[src/rtl/multicycle_ctrl_pkg.sv]
// Shared types for the multi-cycle RV32I control FSM: state encoding, opcode
// constants, datapath-select encodings, the registered control word and the
// per-state decode / next-state helpers.
package ctrl_pkg;

  typedef enum logic [3:0] {
    S_RST_IDLE, S_FETCH, S_DECODE, S_MEM_ADR, S_MEM_RD, S_MEM_WB, S_MEM_WR,
    S_EXEC_R, S_EXEC_I, S_ALU_WB, S_BEQ, S_JAL, S_TRAP
  } state_t;

  localparam logic [6:0] OP_LOAD   = 7'b0000011;
  localparam logic [6:0] OP_STORE  = 7'b0100011;
  localparam logic [6:0] OP_R      = 7'b0110011;
  localparam logic [6:0] OP_I      = 7'b0010011;
  localparam logic [6:0] OP_BRANCH = 7'b1100011;
  localparam logic [6:0] OP_JAL    = 7'b1101111;

  typedef enum logic [1:0] {ALU_ADD = 2'b00, ALU_SUB = 2'b01, ALU_FUNCT = 2'b10} alu_op_t;
  typedef enum logic [1:0] {SRC_A_PC = 2'b00, SRC_A_OLD_PC = 2'b01, SRC_A_RS1 = 2'b10} src_a_t;
  typedef enum logic [1:0] {SRC_B_RS2 = 2'b00, SRC_B_IMM = 2'b01, SRC_B_FOUR = 2'b10} src_b_t;
  typedef enum logic [1:0] {RES_ALU_OUT = 2'b00, RES_MEM_DATA = 2'b01, RES_ALU = 2'b10} result_src_t;
  typedef enum logic [1:0] {FAULT_NONE = 2'b00, FAULT_ILLEGAL = 2'b01, FAULT_TIMEOUT = 2'b10} fault_t;

  // State-only (Moore) part of the control word; registered in the top.
  typedef struct packed {
    logic        mem_req;
    logic        mem_we;
    logic        adr_src;
    logic        reg_write;
    src_a_t      src_a;
    src_b_t      src_b;
    result_src_t result_src;
    alu_op_t     alu_op;
  } ctrl_t;

  localparam ctrl_t CTRL_IDLE = '0;

  // States that wait on the memory handshake and run the timeout counter.
  function automatic logic is_wait(state_t s);
    return (s == S_FETCH) || (s == S_MEM_RD) || (s == S_MEM_WR);
  endfunction

  function automatic ctrl_t decode_ctrl(state_t s);
    ctrl_t c;
    c = CTRL_IDLE;
    case (s)
      S_FETCH:   begin c.mem_req = 1'b1; c.src_b = SRC_B_FOUR; c.result_src = RES_ALU; end
      S_DECODE:  begin c.src_a = SRC_A_OLD_PC; c.src_b = SRC_B_IMM; end
      S_MEM_ADR: begin c.src_a = SRC_A_RS1; c.src_b = SRC_B_IMM; end
      S_MEM_RD:  begin c.mem_req = 1'b1; c.adr_src = 1'b1; end
      S_MEM_WB:  begin c.result_src = RES_MEM_DATA; c.reg_write = 1'b1; end
      S_MEM_WR:  begin c.mem_req = 1'b1; c.mem_we = 1'b1; c.adr_src = 1'b1; end
      S_EXEC_R:  begin c.src_a = SRC_A_RS1; c.src_b = SRC_B_RS2; c.alu_op = ALU_FUNCT; end
      S_EXEC_I:  begin c.src_a = SRC_A_RS1; c.src_b = SRC_B_IMM; c.alu_op = ALU_FUNCT; end
      S_ALU_WB:  begin c.result_src = RES_ALU_OUT; c.reg_write = 1'b1; end
      S_BEQ:     begin c.src_a = SRC_A_RS1; c.src_b = SRC_B_RS2; c.alu_op = ALU_SUB; end
      S_JAL:     begin c.src_a = SRC_A_OLD_PC; c.src_b = SRC_B_FOUR; c.reg_write = 1'b1; end
      default:   c = CTRL_IDLE;
    endcase
    return c;
  endfunction

  // Ready beats an expiring timer in the same cycle.
  function automatic state_t next_state(state_t s, logic [6:0] op, logic ready, logic expired);
    state_t n;
    n = S_TRAP;
    case (s)
      S_RST_IDLE: n = S_FETCH;
      S_FETCH:    n = ready ? S_DECODE : (expired ? S_TRAP : S_FETCH);
      S_DECODE: begin
        case (op)
          OP_LOAD, OP_STORE: n = S_MEM_ADR;
          OP_R:              n = S_EXEC_R;
          OP_I:              n = S_EXEC_I;
          OP_BRANCH:         n = S_BEQ;
          OP_JAL:            n = S_JAL;
          default:           n = S_TRAP;
        endcase
      end
      S_MEM_ADR:  n = (op == OP_LOAD) ? S_MEM_RD : S_MEM_WR;
      S_MEM_RD:   n = ready ? S_MEM_WB : (expired ? S_TRAP : S_MEM_RD);
      S_MEM_WB:   n = S_FETCH;
      S_MEM_WR:   n = ready ? S_FETCH : (expired ? S_TRAP : S_MEM_WR);
      S_EXEC_R:   n = S_ALU_WB;
      S_EXEC_I:   n = S_ALU_WB;
      S_ALU_WB:   n = S_FETCH;
      S_BEQ:      n = S_FETCH;
      S_JAL:      n = S_FETCH;
      default:    n = S_TRAP;
    endcase
    return n;
  endfunction

endpackage

[src/rtl/multicycle_ctrl_if.sv]
// Controller <-> datapath/memory bundle for multicycle_ctrl.
// master: controller side (drives out_*), slave: datapath side.
// MULTICYCLE_CTRL_PERF_EN adds the cycle / retired-instruction counters.
interface multicycle_ctrl_if;
  logic [6:0]  in_opcode;
  logic        in_zero;
  logic        in_mem_ready;
  logic        out_mem_req;
  logic        out_mem_we;
  logic        out_adr_src;
  logic        out_ir_write;
  logic        out_pc_write;
  logic        out_reg_write;
  logic [1:0]  out_alu_src_a;
  logic [1:0]  out_alu_src_b;
  logic [1:0]  out_result_src;
  logic [1:0]  out_alu_op;
  logic [1:0]  out_fault;
`ifdef MULTICYCLE_CTRL_PERF_EN
  logic [31:0] out_cycle_cnt;
  logic [31:0] out_instret_cnt;
`endif

  modport master (
    input  in_opcode, in_zero, in_mem_ready,
    output out_mem_req, out_mem_we, out_adr_src, out_ir_write, out_pc_write,
           out_reg_write, out_alu_src_a, out_alu_src_b, out_result_src,
           out_alu_op, out_fault
`ifdef MULTICYCLE_CTRL_PERF_EN
    , output out_cycle_cnt, out_instret_cnt
`endif
  );

  modport slave (
    output in_opcode, in_zero, in_mem_ready,
    input  out_mem_req, out_mem_we, out_adr_src, out_ir_write, out_pc_write,
           out_reg_write, out_alu_src_a, out_alu_src_b, out_result_src,
           out_alu_op, out_fault
`ifdef MULTICYCLE_CTRL_PERF_EN
    , input out_cycle_cnt, out_instret_cnt
`endif
  );
endinterface

[src/rtl/multicycle_ctrl_mem_wait_timer.sv]
// Memory wait timer: counts waiting cycles, expired_c flags the cycle in which
// the MEM_TIMEOUT-th waiting cycle is under way. MEM_TIMEOUT = 0 never expires.
// Ports: clk, rst (async high), clr (restart), en (count), expired_c.
module mem_wait_timer #(
  parameter int unsigned MEM_TIMEOUT = 255,
  parameter int unsigned TO_W        = 8
) (
  input  logic clk,
  input  logic rst,
  input  logic clr,
  input  logic en,
  output logic expired_c
);
  localparam logic [TO_W-1:0] LAST = TO_W'(MEM_TIMEOUT == 0 ? 32'd0 : MEM_TIMEOUT - 1);

  logic [TO_W-1:0] cnt;

  // cnt = waiting cycles already spent in the current wait state
  always_ff @(posedge clk or posedge rst) begin
    if (rst)     cnt <= '0;
    else if (clr) cnt <= '0;
    else if (en)  cnt <= cnt + TO_W'(1);
  end

  assign expired_c = (MEM_TIMEOUT != 0) && (cnt == LAST);
endmodule

[src/rtl/multicycle_ctrl.sv]
// Main control FSM of the multi-cycle RV32I core: sequences PC/IR loads, the
// shared memory port, ALU operand selects and register writes, and traps on
// illegal opcodes or memory timeout (out_fault is sticky until reset).
// Ports: in_clk, in_rst (async active-high), bus (multicycle_ctrl_if.master).
// Optional: MULTICYCLE_CTRL_PERF_EN adds out_cycle_cnt / out_instret_cnt.
module multicycle_ctrl
  import ctrl_pkg::*;
#(
  parameter int unsigned MEM_TIMEOUT = 255,
  parameter int unsigned TO_W        = 8
) (
  input  logic                  in_clk,
  input  logic                  in_rst,
  multicycle_ctrl_if.master     bus
);
  state_t state;
  state_t nxt_state_c;
  ctrl_t  ctl;
  fault_t fault;
  logic   expired_c;
  logic   tmr_clr_c;
  logic   tmr_en_c;

  assign nxt_state_c = next_state(state, bus.in_opcode, bus.in_mem_ready, expired_c);
  assign tmr_clr_c   = is_wait(nxt_state_c) && (nxt_state_c != state);
  assign tmr_en_c    = is_wait(state) && !bus.in_mem_ready;

  mem_wait_timer #(.MEM_TIMEOUT(MEM_TIMEOUT), .TO_W(TO_W)) u_timer (
    .clk       (in_clk),
    .rst       (in_rst),
    .clr       (tmr_clr_c),
    .en        (tmr_en_c),
    .expired_c (expired_c)
  );

  // State, Moore control word (decoded from the next state) and sticky fault
  always_ff @(posedge in_clk or posedge in_rst) begin
    if (in_rst) begin
      state <= S_RST_IDLE;
      ctl   <= CTRL_IDLE;
      fault <= FAULT_NONE;
    end else begin
      state <= nxt_state_c;
      ctl   <= decode_ctrl(nxt_state_c);
      if (nxt_state_c == S_TRAP && state != S_TRAP)
        fault <= (state == S_DECODE) ? FAULT_ILLEGAL : FAULT_TIMEOUT;
    end
  end

  assign bus.out_mem_req    = ctl.mem_req;
  assign bus.out_mem_we     = ctl.mem_we;
  assign bus.out_adr_src    = ctl.adr_src;
  assign bus.out_reg_write  = ctl.reg_write;
  assign bus.out_alu_src_a  = ctl.src_a;
  assign bus.out_alu_src_b  = ctl.src_b;
  assign bus.out_result_src = ctl.result_src;
  assign bus.out_alu_op     = ctl.alu_op;
  assign bus.out_fault      = fault;

  // Input-gated strobes: IR/PC load on the fetch-completion cycle, branch on zero
  assign bus.out_ir_write = (state == S_FETCH) && bus.in_mem_ready;
  assign bus.out_pc_write = ((state == S_FETCH) && bus.in_mem_ready) ||
                            ((state == S_BEQ) && bus.in_zero) ||
                            (state == S_JAL);

`ifdef MULTICYCLE_CTRL_PERF_EN
  logic [31:0] cycle_cnt;
  logic [31:0] instret_cnt;

  // Free-running cycle count (frozen in TRAP) and retirement count
  always_ff @(posedge in_clk or posedge in_rst) begin
    if (in_rst) begin
      cycle_cnt   <= '0;
      instret_cnt <= '0;
    end else begin
      if (state != S_TRAP) cycle_cnt <= cycle_cnt + 32'd1;
      if (nxt_state_c == S_FETCH &&
          (state == S_MEM_WB || state == S_MEM_WR || state == S_ALU_WB ||
           state == S_BEQ || state == S_JAL))
        instret_cnt <= instret_cnt + 32'd1;
    end
  end

  assign bus.out_cycle_cnt   = cycle_cnt;
  assign bus.out_instret_cnt = instret_cnt;
`endif
endmodule
[src/flat_wrapper.sv]
// flat-port wrapper written by rule: the top's interface ports become plain ports
module multicycle_ctrl_flat import ctrl_pkg::*;
#(
  parameter int unsigned MEM_TIMEOUT = 255,
  parameter int unsigned TO_W        = 8
)
  (in_clk, in_rst, bus_in_opcode, bus_in_zero, bus_in_mem_ready, bus_out_mem_req, bus_out_mem_we, bus_out_adr_src, bus_out_ir_write, bus_out_pc_write, bus_out_reg_write, bus_out_alu_src_a, bus_out_alu_src_b, bus_out_result_src, bus_out_alu_op, bus_out_fault);
  multicycle_ctrl_if bus_i ();
  input  logic in_clk;
  input  logic in_rst;
  input wire logic [$bits(bus_i.in_opcode)-1:0] bus_in_opcode;
  input wire logic [$bits(bus_i.in_zero)-1:0] bus_in_zero;
  input wire logic [$bits(bus_i.in_mem_ready)-1:0] bus_in_mem_ready;
  output wire logic [$bits(bus_i.out_mem_req)-1:0] bus_out_mem_req;
  output wire logic [$bits(bus_i.out_mem_we)-1:0] bus_out_mem_we;
  output wire logic [$bits(bus_i.out_adr_src)-1:0] bus_out_adr_src;
  output wire logic [$bits(bus_i.out_ir_write)-1:0] bus_out_ir_write;
  output wire logic [$bits(bus_i.out_pc_write)-1:0] bus_out_pc_write;
  output wire logic [$bits(bus_i.out_reg_write)-1:0] bus_out_reg_write;
  output wire logic [$bits(bus_i.out_alu_src_a)-1:0] bus_out_alu_src_a;
  output wire logic [$bits(bus_i.out_alu_src_b)-1:0] bus_out_alu_src_b;
  output wire logic [$bits(bus_i.out_result_src)-1:0] bus_out_result_src;
  output wire logic [$bits(bus_i.out_alu_op)-1:0] bus_out_alu_op;
  output wire logic [$bits(bus_i.out_fault)-1:0] bus_out_fault;
  assign bus_i.in_opcode = bus_in_opcode;
  assign bus_i.in_zero = bus_in_zero;
  assign bus_i.in_mem_ready = bus_in_mem_ready;
  assign bus_out_mem_req = bus_i.out_mem_req;
  assign bus_out_mem_we = bus_i.out_mem_we;
  assign bus_out_adr_src = bus_i.out_adr_src;
  assign bus_out_ir_write = bus_i.out_ir_write;
  assign bus_out_pc_write = bus_i.out_pc_write;
  assign bus_out_reg_write = bus_i.out_reg_write;
  assign bus_out_alu_src_a = bus_i.out_alu_src_a;
  assign bus_out_alu_src_b = bus_i.out_alu_src_b;
  assign bus_out_result_src = bus_i.out_result_src;
  assign bus_out_alu_op = bus_i.out_alu_op;
  assign bus_out_fault = bus_i.out_fault;
  multicycle_ctrl #(.MEM_TIMEOUT(MEM_TIMEOUT), .TO_W(TO_W)) u_core (.in_clk(in_clk), .in_rst(in_rst), .bus(bus_i));
endmodule
[config.mk]
export PLATFORM = sky130hd
export DESIGN_NAME = multicycle_ctrl_flat
export DESIGN_NICKNAME = d
export VERILOG_FILES = /design/src/rtl/multicycle_ctrl_pkg.sv /design/src/rtl/multicycle_ctrl_if.sv /design/src/rtl/multicycle_ctrl_mem_wait_timer.sv /design/src/rtl/multicycle_ctrl.sv /design/src/flat_wrapper.sv
export SDC_FILE = /design/constraint.sdc
export NUM_CORES = 1
export LEC_CHECK = 0
export BUFFER_PORTS_ARGS = -buffer_cell sky130_fd_sc_hd__buf_4
export CORE_AREA = 4 4 42 80
export CTS_CLUSTER_DIAMETER = 30
export CTS_CLUSTER_SIZE = 20
export DETAILED_ROUTE_END_ITERATION = 8
export DIE_AREA = 0 0 46 84
export MAX_ROUTING_LAYER = met4
export PLACE_DENSITY = 0.74
export SYNTH_ARGS = -nofsm -noshare
export SYNTH_HDL_FRONTEND = slang
export SYNTH_HIERARCHICAL = 1
export SYNTH_SLANG_ARGS = --single-unit
export TNS_END_PERCENT = 20
[constraint.sdc]
create_clock -name in_clk -period 6.51 [get_ports in_clk]
set_clock_uncertainty 0.05 [all_clocks]
set_input_delay 0.651 -clock in_clk [delete_from_list [all_inputs] [get_ports in_clk]]
set_output_delay 0.651 -clock in_clk [all_outputs]
set_load 0.005 [all_outputs]
Word level (Yosys, flattened, before mapping)
Cells that the tools add are included.

operators by class
  $add $sub $neg = 1
  eq/ne operators = 32
  muxes and demuxes = 20
  reductions and logical operators = 25

operator list
  cell                                                 number
  equality test 4 bit, second input constant           9
  equality test 4 x 3 -> 1 bit, second input constant  8
  one-hot mux 4 bit (7 select lines)                   1
  two-way mux 4 bit                                    6
  one-hot mux 4 bit (5 select lines)                   1
  equality test 4 x 2 -> 1 bit, second input constant  4
  two-way mux 8 bit                                    2
  one-hot mux 2 bit (2 select lines)                   4
  equality test 7 x 6 -> 1 bit, second input constant  2
  equality test 7 bit, second input constant           2
  OR reduction 2 bit                                   6
  OR reduction 3 bit                                   3
  adder 8 x 1 -> 8 bit, second input constant          1
  equality test 4 x 1 -> 1 bit, second input constant  2
  equality test 8 bit, second input constant           1
  equality test 7 x 2 -> 1 bit, second input constant  1
  equality test 7 x 5 -> 1 bit, second input constant  1
  logical OR 1 bit                                     6
  logical AND 1 bit                                    5
  OR reduction 5 bit                                   1
  zero test 4 bit                                      1
  two-way mux 1 bit                                    4
  two-way mux 2 bit                                    2
  != test 4 bit                                        1
  other kinds (4)                                      4

word-level totals
  register bits after elaboration = 26
  input bits = 11
  word-level logic and storage cells = 89

Depth between registers and ports, before layout
Gate-level depths: netlist of the first run.

  depth after elaboration = 9
  depth in mapped cells = 13

Modules after synthesis
Netlist of the first run, hierarchy kept.

by module, submodules not included
  module           times used  cells an instance  area each (µm²)  sequential area each (µm²)
  multicycle_ctrl  1           110                1023.5           450.4
  mem_wait_timer   1           42                 406.6            200.2

Worst setup path before layout of the first run
No wires, ideal clock.

  path kind = input to register
  start = input port bus_in_opcode[2]
  end = register u_core.u_timer.cnt[1]
  setup time = 94 ps
  data arrival time = 2510 ps
  setup slack = 3857 ps
  cell stages on the path = 8
  cell sequence = or3_4 > a211o_1 > a211o_1 > buf_6 > o21a_1 > o31a_1 > clkbuf_1 > a211oi_1

between the ends
  longest elaborated chain between the ends = 9
  elaborated cells between the ends (all ways) = 19

ends and longest elaborated chain
  element                                                                       line                                  RTL
  from (decl)                                                                   flat_wrapper.sv:11                    input wire logic [$bits(bus_i.in_opcode)-1:0] bus_in_opcode;
  equality test 7 x 6 -> 1 bit or equality test 7 x 2 -> 1 bit (tied branches)  multicycle_ctrl_pkg.sv:71             case (op)
  OR reduction 2 bit                                                            multicycle_ctrl_pkg.sv:71
  one-hot mux 4 bit (5 select lines) *                                          multicycle_ctrl_pkg.sv:71
  one-hot mux 4 bit (7 select lines) *                                          multicycle_ctrl_pkg.sv:67             case (s)
  via u_core.nxt_state_c[3]                                                     multicycle_ctrl.sv:17                 state_t nxt_state_c;
  equality test 4 x 1 -> 1 bit or equality test 4 x 3 -> 1 bit (tied branches)  multicycle_ctrl_pkg.sv:40             return (s == S_FETCH) || (s == S_MEM_RD) || (s == S_MEM_WR);
  logical OR 1 bit (2 in a row)                                                 multicycle_ctrl_pkg.sv:40
  logical AND 1 bit *                                                           multicycle_ctrl.sv:25                 assign tmr_clr_c = is_wait(nxt_state_c) && (nxt_state_c != state);
  via u_core.tmr_clr_c                                                          multicycle_ctrl.sv:21                 logic tmr_clr_c;
  two-way mux 8 bit or nonzero test 2 bit (tied branches)                       --
  to (signal assigned)                                                          multicycle_ctrl_mem_wait_timer.sv:22  else if (en) cnt <= cnt + TO_W'(1);
  to (decl)                                                                     multicycle_ctrl_mem_wait_timer.sv:16  logic [TO_W-1:0] cnt;

Mark *: on every way through the listed nets, which the timed path passes. The rest lies on a longest branch.
A chain may end at the register's enable or synchronous reset.

Worst setup path after layout of the first run
  start = register u_core.u_timer.cnt[0]
  end = register u_core.u_timer.cnt[1]

between the ends
  longest elaborated chain between the ends = 9
  elaborated cells between the ends (all ways) = 19

ends and longest elaborated chain
  element                                                                       line                                                                             RTL
  equality test 8 bit *                                                         multicycle_ctrl_mem_wait_timer.sv:25                                             assign expired_c = (MEM_TIMEOUT != 0) && (cnt == LAST);
  via u_core.expired_c                                                          multicycle_ctrl.sv:20                                                            logic expired_c;
  two-way mux 4 bit (on tied branches) (2 in a row)                             multicycle_ctrl_pkg.sv:69, multicycle_ctrl_pkg.sv:81, multicycle_ctrl_pkg.sv:83
  one-hot mux 4 bit (7 select lines) *                                          multicycle_ctrl_pkg.sv:67
  equality test 4 x 1 -> 1 bit or equality test 4 x 3 -> 1 bit (tied branches)  multicycle_ctrl_pkg.sv:40
  logical OR 1 bit (2 in a row)                                                 multicycle_ctrl_pkg.sv:40
  logical AND 1 bit *                                                           multicycle_ctrl.sv:25
  via u_core.tmr_clr_c                                                          multicycle_ctrl.sv:21
  two-way mux 8 bit or nonzero test 2 bit (tied branches)                       --

Mark *: on every way through the listed nets, which the timed path passes. The rest lies on a longest branch. The select of a mux whose other input is x is not followed.

==> reports/results.tsv, run 1 <==
stage	metric	value	unit
outcome	outcome	finished, final reports clean	
synthesis	post-synth top area share	45.49	%
clock_network	H-tree levels	1	
route	Avg Vias per Cell	5.906	
power	total power	683.4	uW
flow_run	max-cap viol count	0	
placement	Post-DP HPWL	2517	um
layout	Non-Filler Instances	203	
die	row count	27	
clock_network	CTS buffer count	3	
die	Die Y	84	um
synthesis	ys async rst share	100.0	%
global_routing	GR Util met3	2.376	%
worst_setup_path	WS Path Type	flip-flop to flip-flop	
route	total number of vias	1199	
clock_network	Clock Root Buffer	clkbuf_8	
clock_network	Sinks on Clock Net	26	
global_routing	busiest grt layer	met2	
min_path	Hold Crit Class	input port to async pin	
layout	share of cells above drive strength 1	20.69	%
sta	minimum clock period	2857	ps
power	pwr dens	407.9	nW/um^2
worst_setup_path	Crit. End Element	flip-flop	
synthesis	most common library cells after synthesis	dfrtp_1, nor2_1, a21oi_1, nand3_1	
die	CORE AREA	2770	sq um
sta	Slew @ Worst Pin	647.0	ps
layout	antenna cells	0	
placement	pre-CTS setup slack	3645	ps
synthesis	Post-synth EDFFs	0	
placement	PortBufs	26	
route	# DRC	0	
synthesis	Seq cells post-synth	26	
worst_setup_path	critical path peak fanout	13	
clock_network	Clk Latency, worst-skew pair	270	ps
die	initial cell density of the core	51.63	%
clock_network	hold buffers post-CTS	0	
placement	RD Place Congestion	0.9155	
worst_setup_path	CP Data Required Time	6640	ps
synthesis	area leader, netlist	dfrtp_1	
global_routing	largest net degree at the start of global routing	19	
global_routing	met1 usage	20.55	%
route	DRT iter0 DRCs	52	
clock_network	CTS max path bufs	2	
sta	Fmax	350.0	MHz
sta	Final WS setup	3653	ps
worst_setup_path	CP Cell Sequence	inv_1, ha_1, nand3_1, nor2_1, or3b_1, a21boi_0, a211o_1, nor3_1, mux2_4, o31a_1, a211oi_1	
layout	P&R area growth vs syn	17.15	%
global_routing	first-pass GRT wire length	5168	um
synthesis	Synth Flop Type	dfrtp_1	
sta	final slew viol count	0	
synthesis	top-count cell post-synth	dfrtp_1	
clock_network	CTS tree	built	
sta	TNS Setup	0	ps
worst_setup_path	crit-path max cell delay	440	ps
power	leakage power	0.7707	nW
route	Antenna Nets Post-Route	0	
sta	period utilization	43.89	%
clock_network	clk slew on worst S/H paths	90	ps
layout	Total Nets Final	188	
synthesis	Cell variety after synth	48	
synthesis	Synthesized Nets	165	
synthesis	Warnings, synthesis	6	
sta	Final setup viols	0	
power	VDD IR max	247.8	uV
route	post-detailed-routing wire length	3100	um
sta	slew margin rel.	56.82	%
synthesis	sequential area share after synthesis	45.49	%
global_routing	M2 GR Usage	29.52	%
global_routing	total global routing overflow	0	
global_routing	Tot GR Track Use	18.27	%
synthesis	Mapped Cells	152	
die	io pins	27	
route	wire per inst	15.27	um
placement	Placed Instances	199	
worst_setup_path	Slowest cell on crit path	dfrtp_1	
global_routing	initial antenna violation count	0	
worst_setup_path	CP Launch Type	flip-flop	
layout	Filler cells	243	
die	Die Area	3864	sq um
route	first-pass iteration count of the detailed router	4	
die	die width	46	um
global_routing	vias in the first global route	1150	
synthesis	dominant cells by area after synthesis	dfrtp_1, a21oi_1, nor2_1	
worst_setup_path	worst path arrival time	2990	ps
synthesis	Post-Syn Area	1430	sq um
clock_network	post-CTS setup buffers	0	
sta	RSZ-0062 raised after global routing	false	
clock_network	CTS resizes	0	
synthesis	synthesized area per cell	9.409	sq um
sta	Hold Vio Cnt, Final	0	
==> layer usage <==
metal	vias to the layer above	share of wire, %	wire (um)
met5	-	0	0
met4	0	4.4	136
met3	10	3.6	112
met2	30	55	1707
met1	575	37	1143
li1	584	-	-
==> power breakdown <==
| group | switching [mW] | internal [mW] |
|---|---|---|
| sequential | 0.0481 | 0.210 |
| clock | 0.0469 | 0.0540 |
| combinational | 0.175 | 0.150 |
==> cell families (layout without fill, tap and decap cells) <==
group	after synthesis	count (layout)	share of synthesized area, %
AND/OR/NAND/NOR	62	62	24.67
XOR/XNOR	5	5	3.062
AO/OA/AOI/OAI	36	36	16.45
adder cells (fa/ha/maj)	2	2	1.750
flip-flops	26	26	45.49
multiplexers	4	4	3.324
buffers and inverters	17	39	5.249
==> area by class of cell <==
cell class / instances / area (sq um) / area share [%]
Inverter: 9 / 33.78 / 2.016
Multi-Input combinational cell: 109 / 704.4 / 42.05
Clock buffer: 4 / 55.05 / 3.286
Timing Repair Buffer: 26 / 195.2 / 11.65
Sequential cell: 26 / 650.6 / 38.83
Tap cell: 29 / 36.28 / 2.166
==> placed cells by master, fill, tap and decap left out, types with 3 or more instances in the layout <==
cell and instances:
a211o_1 3, a21oi_1 10, buf_4 26, clkbuf_8 4, dfrtp_1 26, inv_1 7, nand2_1 7, nand2b_1 5
nand3_1 8, nand3b_1 4, nor2_1 12, nor2b_1 6, o21ai_0 6, or3_1 4, xor2_1 4
==> through the flow <==
step | util (%) | hold WS [ps] | instance area [sq um]
after floorplan | - | 416.7 | 1430
after global placement | 58.49 | 435.5 | 1620
after detailed placement | 58.49 | 439.1 | 1620
after CTS | 60.48 | 284.7 | 1675
after global routing | 60.48 | 294.7 | 1675
final | 60.48 | 276.6 | 1675
==> registers in the layout (all words and copies together), names as in the netlist <==
signal / count
u_core/bus.out_alu_src_b: 2
u_core/u_timer/cnt: 8
u_core/state: 4
u_core/bus.out_alu_src_a: 2
u_core/bus.out_mem_req: 1
u_core/bus.out_reg_write: 1
u_core/bus.out_alu_op: 2
u_core/bus.out_adr_src: 1
u_core/bus.out_fault: 2
u_core/bus.out_result_src: 2
u_core/bus.out_mem_we: 1
==> worst max-delay path: cells and delay by family, from the launching register on <==
kind | cells | cell delay [ps]
flops | 1 | 440
simple gates | 4 | 790
buf+inv | 1 | 80
fa+ha+maj | 1 | 150
mux | 1 | 270
compound gates | 4 | 980
==> final timing paths <==
path | endpoint | start | cells past startpoint | slack (ps)
worst max-delay path | u_core/u_timer/cnt[1]$_DFFE_PP0P_ | u_core/u_timer/cnt[0]$_DFFE_PP0P_ | 11 | 3650
worst min-delay path | u_core/u_timer/cnt[6]$_DFFE_PP0P_ | in_rst | 2 | 280
worst max register to register | u_core/u_timer/cnt[1]$_DFFE_PP0P_ | u_core/u_timer/cnt[0]$_DFFE_PP0P_ | 11 | 3650
worst min register to register | u_core/bus.out_fault[1]$_DFFE_PP0P_ | u_core/bus.out_fault[1]$_DFFE_PP0P_ | 1 | 460
max in group asynchronous | u_core/bus.out_alu_src_a[0]$_DFF_PP0_ | in_rst | 2 | 5570
min in group in_clk | u_core/bus.out_fault[1]$_DFFE_PP0P_ | u_core/bus.out_fault[1]$_DFFE_PP0P_ | 1 | 460
Power figures use the tool's default switching activity.
==> run 2, diff against run 1 <==
==> constraint.sdc (replaced) <==
create_clock -name in_clk -period 2.7 [get_ports in_clk]
set_clock_uncertainty 0.05 [all_clocks]
set_input_delay 0.27 -clock in_clk [delete_from_list [all_inputs] [get_ports in_clk]]
set_output_delay 0.27 -clock in_clk [all_outputs]
set_load 0.005 [all_outputs]
==> reports/results.tsv, run 2 (synthesized netlist as in run 1, its figures left out) <==
stage	metric	value	unit	change
min_path	Hold Crit Class	input port to flip-flop		was input port to async pin
layout	largest registers	u_core/u_timer/cnt (8), u_core/state (4)		unchanged
sta	final slew viol count	0		unchanged
layout	most frequent cells in the layout	buf_4, dfrtp_1, nor2_1		unchanged
route	wire per inst	16.13	um	was 15.27 um
die	die width	46	um	unchanged
global_routing	total global routing overflow	0		unchanged
sta	RSZ-0062 raised after global routing	true		was false
flow_run	max-cap viol count	0		unchanged
route	DRT iter0 DRCs	37		was 52
worst_setup_path	top cell family by delay on the critical path	simple AND/OR/NAND/NOR gates		was compound AO/OA/AOI/OAI gates
placement	Placed Area	1673	sq um	was 1620 sq um
power	Sw Ratio	38.24	%	was 39.47%
sta	Final setup viols	0		unchanged
worst_setup_path	Slowest cell on crit path	or4_1		was dfrtp_1
worst_setup_path	critical path peak fanout	8		was 13
die	Die Area	3864	sq um	unchanged
power	total power	1.846	mW	was 683.4 uW
global_routing	first-pass GRT wire length	5637	um	was 5168 um
die	CORE AREA	2770	sq um	unchanged
die	row count	27		unchanged
worst_setup_path	CP Data Required Time	2830	ps	was 6640 ps
power	Seq pwr share	30.8	%	was 37.7%
clock_network	H-tree levels	1		unchanged
outcome	outcome	finished, final reports clean		unchanged
layout	antenna cells	0		unchanged
sta	slew margin rel.	54.80	%	was 56.82%
power	Clk network pwr share	17.1	%	was 14.8%
die	Die Y	84	um	unchanged
layout	max reg flops	8		unchanged
sta	minimum clock period	2617	ps	was 2857 ps
sta	period utilization	96.94	%	was 43.89%
clock_network	CTS max path bufs	2		unchanged
sta	Fmax	382.1	MHz	was 350.0 MHz
clock_network	Clock Root Buffer	clkbuf_8		unchanged
worst_setup_path	Crit. End Element	flip-flop		unchanged
sta	Hold WS	305.0	ps	was 276.6 ps
global_routing	largest net degree at the start of global routing	19		unchanged
global_routing	initial antenna violation count	0		unchanged
clock_network	CTS tree	built		unchanged
placement	Post-DP HPWL	2654	um	was 2517 um
worst_setup_path	Critical Path Stages	10		was 11
placement	PortBufs	26		unchanged
route	Antenna Nets Post-Route	0		unchanged
sta	Slew @ Worst Pin	677.2	ps	was 647.0 ps
sta	TNS Setup	0	ps	unchanged
clock_network	Clk Latency, worst-skew pair	260	ps	was 270 ps
layout	P&R area growth vs syn	24.58	%	was 17.15%
global_routing	Tot GR Track Use	19.74	%	was 18.27%
layout	Design Area, Final	1782	sq um	was 1675 sq um
worst_setup_path	CP Cell Sequence	inv_1, ha_1, nand3_1, nor2_2, or4_1, o21ai_2, a221oi_1, or3_1, o31a_1, a211oi_2		was inv_1, ha_1, nand3_1, nor2_1, or3b_1, a21boi_0, a211o_1, nor3_1, mux2_4, o31a_1, a211oi_1
min_path	hold wc startpoint	bus_in_mem_ready		
global_routing	vias in the first global route	1284		was 1150
power	pwr dens	1036	nW/um^2	was 407.9 nW/um^2
worst_setup_path	WS Path Type	flip-flop to flip-flop		unchanged
sta	Hold Vio Cnt, Final	0		unchanged
worst_setup_path	FF-to-FF Start	u_core/u_timer/cnt[0]$_DFFE_PP0P_		unchanged
worst_setup_path	Setup crit end	u_core/u_timer/cnt[1]$_DFFE_PP0P_		unchanged
placement	RD Place Congestion	0.9606		was 0.9155
power	P_sw	705.9	uW	was 269.8 uW
worst_setup_path	Buf/Inv on CP	1		unchanged
worst_setup_path	crit-path max cell delay	530	ps	was 440 ps
layout	share of cells above drive strength 1	26.78	%	was 20.69%
worst_setup_path	worst path arrival time	2750	ps	was 2990 ps
route	Avg Vias per Cell	5.802		was 5.906
route	# DRC	0		unchanged
worst_setup_path	R2R setup slack	80	ps	was 3650 ps
min_path	Hold Path Depth	2		
route	first-pass iteration count of the detailed router	4		unchanged
worst_setup_path	Reg-to-Reg End	u_core/u_timer/cnt[1]$_DFFE_PP0P_		unchanged
power	VDD IR max	672.3	uV	was 247.8 uV
worst_setup_path	FF-to-FF path depth	10		was 11
power	leakage power	0.8253	nW	was 0.7707 nW
worst_setup_path	CP Launch Type	flip-flop		unchanged
worst_setup_path	Critical Path Start	u_core/u_timer/cnt[0]$_DFFE_PP0P_		unchanged
layout	Largest Register	u_core/u_timer/cnt		unchanged
clock_network	CTS buffer count	3		unchanged
clock_network	Sinks on Clock Net	26		unchanged
power	Cell Int Power	1.140	mW	was 413.7 uW
route	post-detailed-routing wire length	3419	um	was 3100 um
layout	Total Nets Final	197		was 188
clock_network	clk slew on worst S/H paths	90	ps	about the same
power	combinational power share	52.1	%	was 47.5%
die	io pins	27		unchanged
layout	Filler cells	243		unchanged
layout	commonest non-fill, non-tap cell in the layout	buf_4		
die	initial cell density of the core	51.63	%	unchanged
route	total number of vias	1230		was 1199
[run 2: stage by stage]
stage          cells  worst slack (ps)  utilization, %
2_1_floorplan    152             212.2               -
3_3_place_gp     206             152.5           60.39
3_5_place_dp     206             51.82           60.39
4_1_cts          211             42.10           63.32
5_1_grt          212            -42.51           64.32
6_report         212             82.60           64.32
[run 2: worst reg2reg max path, cell delays in order, from the launching register on]
cell and delay (ps):
dfrtp_1 410, inv_1 60, ha_1 190, nand3_1 90
nor2_2 60, or4_1 530, o21ai_2 100, a221oi_1 60
or3_1 370, o31a_1 430, a211oi_2 190
[run 2: layout make-up]
cell class              count  area, sq um  share of cell area (%)
multi-input cells         109        724.4                   40.66
flip-flops and latches     26        650.6                   36.52
repair buffers             35        265.3                   14.89
clock buffers               3        41.29                   2.317
well taps                  29        36.28                   2.037
inverters                   9        33.78                   1.896
clock inverters             1        30.03                   1.685
[run 2: how the worst min path moves through the flow]
stage          slack (ps)                                     end
2_1_floorplan          40       u_core/u_timer/cnt[0]$_DFFE_PP0P_
3_3_place_gp          190       u_core/u_timer/cnt[5]$_DFFE_PP0P_
3_5_place_dp          200       u_core/u_timer/cnt[5]$_DFFE_PP0P_
4_1_cts               300  u_core/bus.out_result_src[0]$_DFF_PP0_
5_1_grt               310  u_core/bus.out_result_src[0]$_DFF_PP0_
6_report              310  u_core/bus.out_result_src[0]$_DFF_PP0_
[run 2: metal layers]
metal | vias up | GRT usage [%] | wire length [um]
met3 | 7 | 1.944 | 106
met1 | 593 | 19.83 | 1254
li1 | 600 | - | -
met4 | 0 | 7.254 | 61
met5 | - | - | 0
met2 | 30 | 36.06 | 1995
[run 2: timing repair]
| item | CTS | global route |
|---|---|---|
| buffers inserted | 0 | 1 |
| hold endpoints to repair | 8 | 0 |
| hold buffers | 1 | 0 |
| resized for setup | 0 | 5 |
| endpoints found under the setup margin | 0 | 8 |
[run 2: power groups by stage]
stage	Sequential [mW]	Clock, mW	Combinational [mW]
floorplan	0.573	0	0.587
global placement	0.570	0	0.899
detailed placement	0.577	0	0.914
CTS	0.570	0.322	0.927
global route	0.580	0.336	1.06
finish	0.568	0.316	0.962
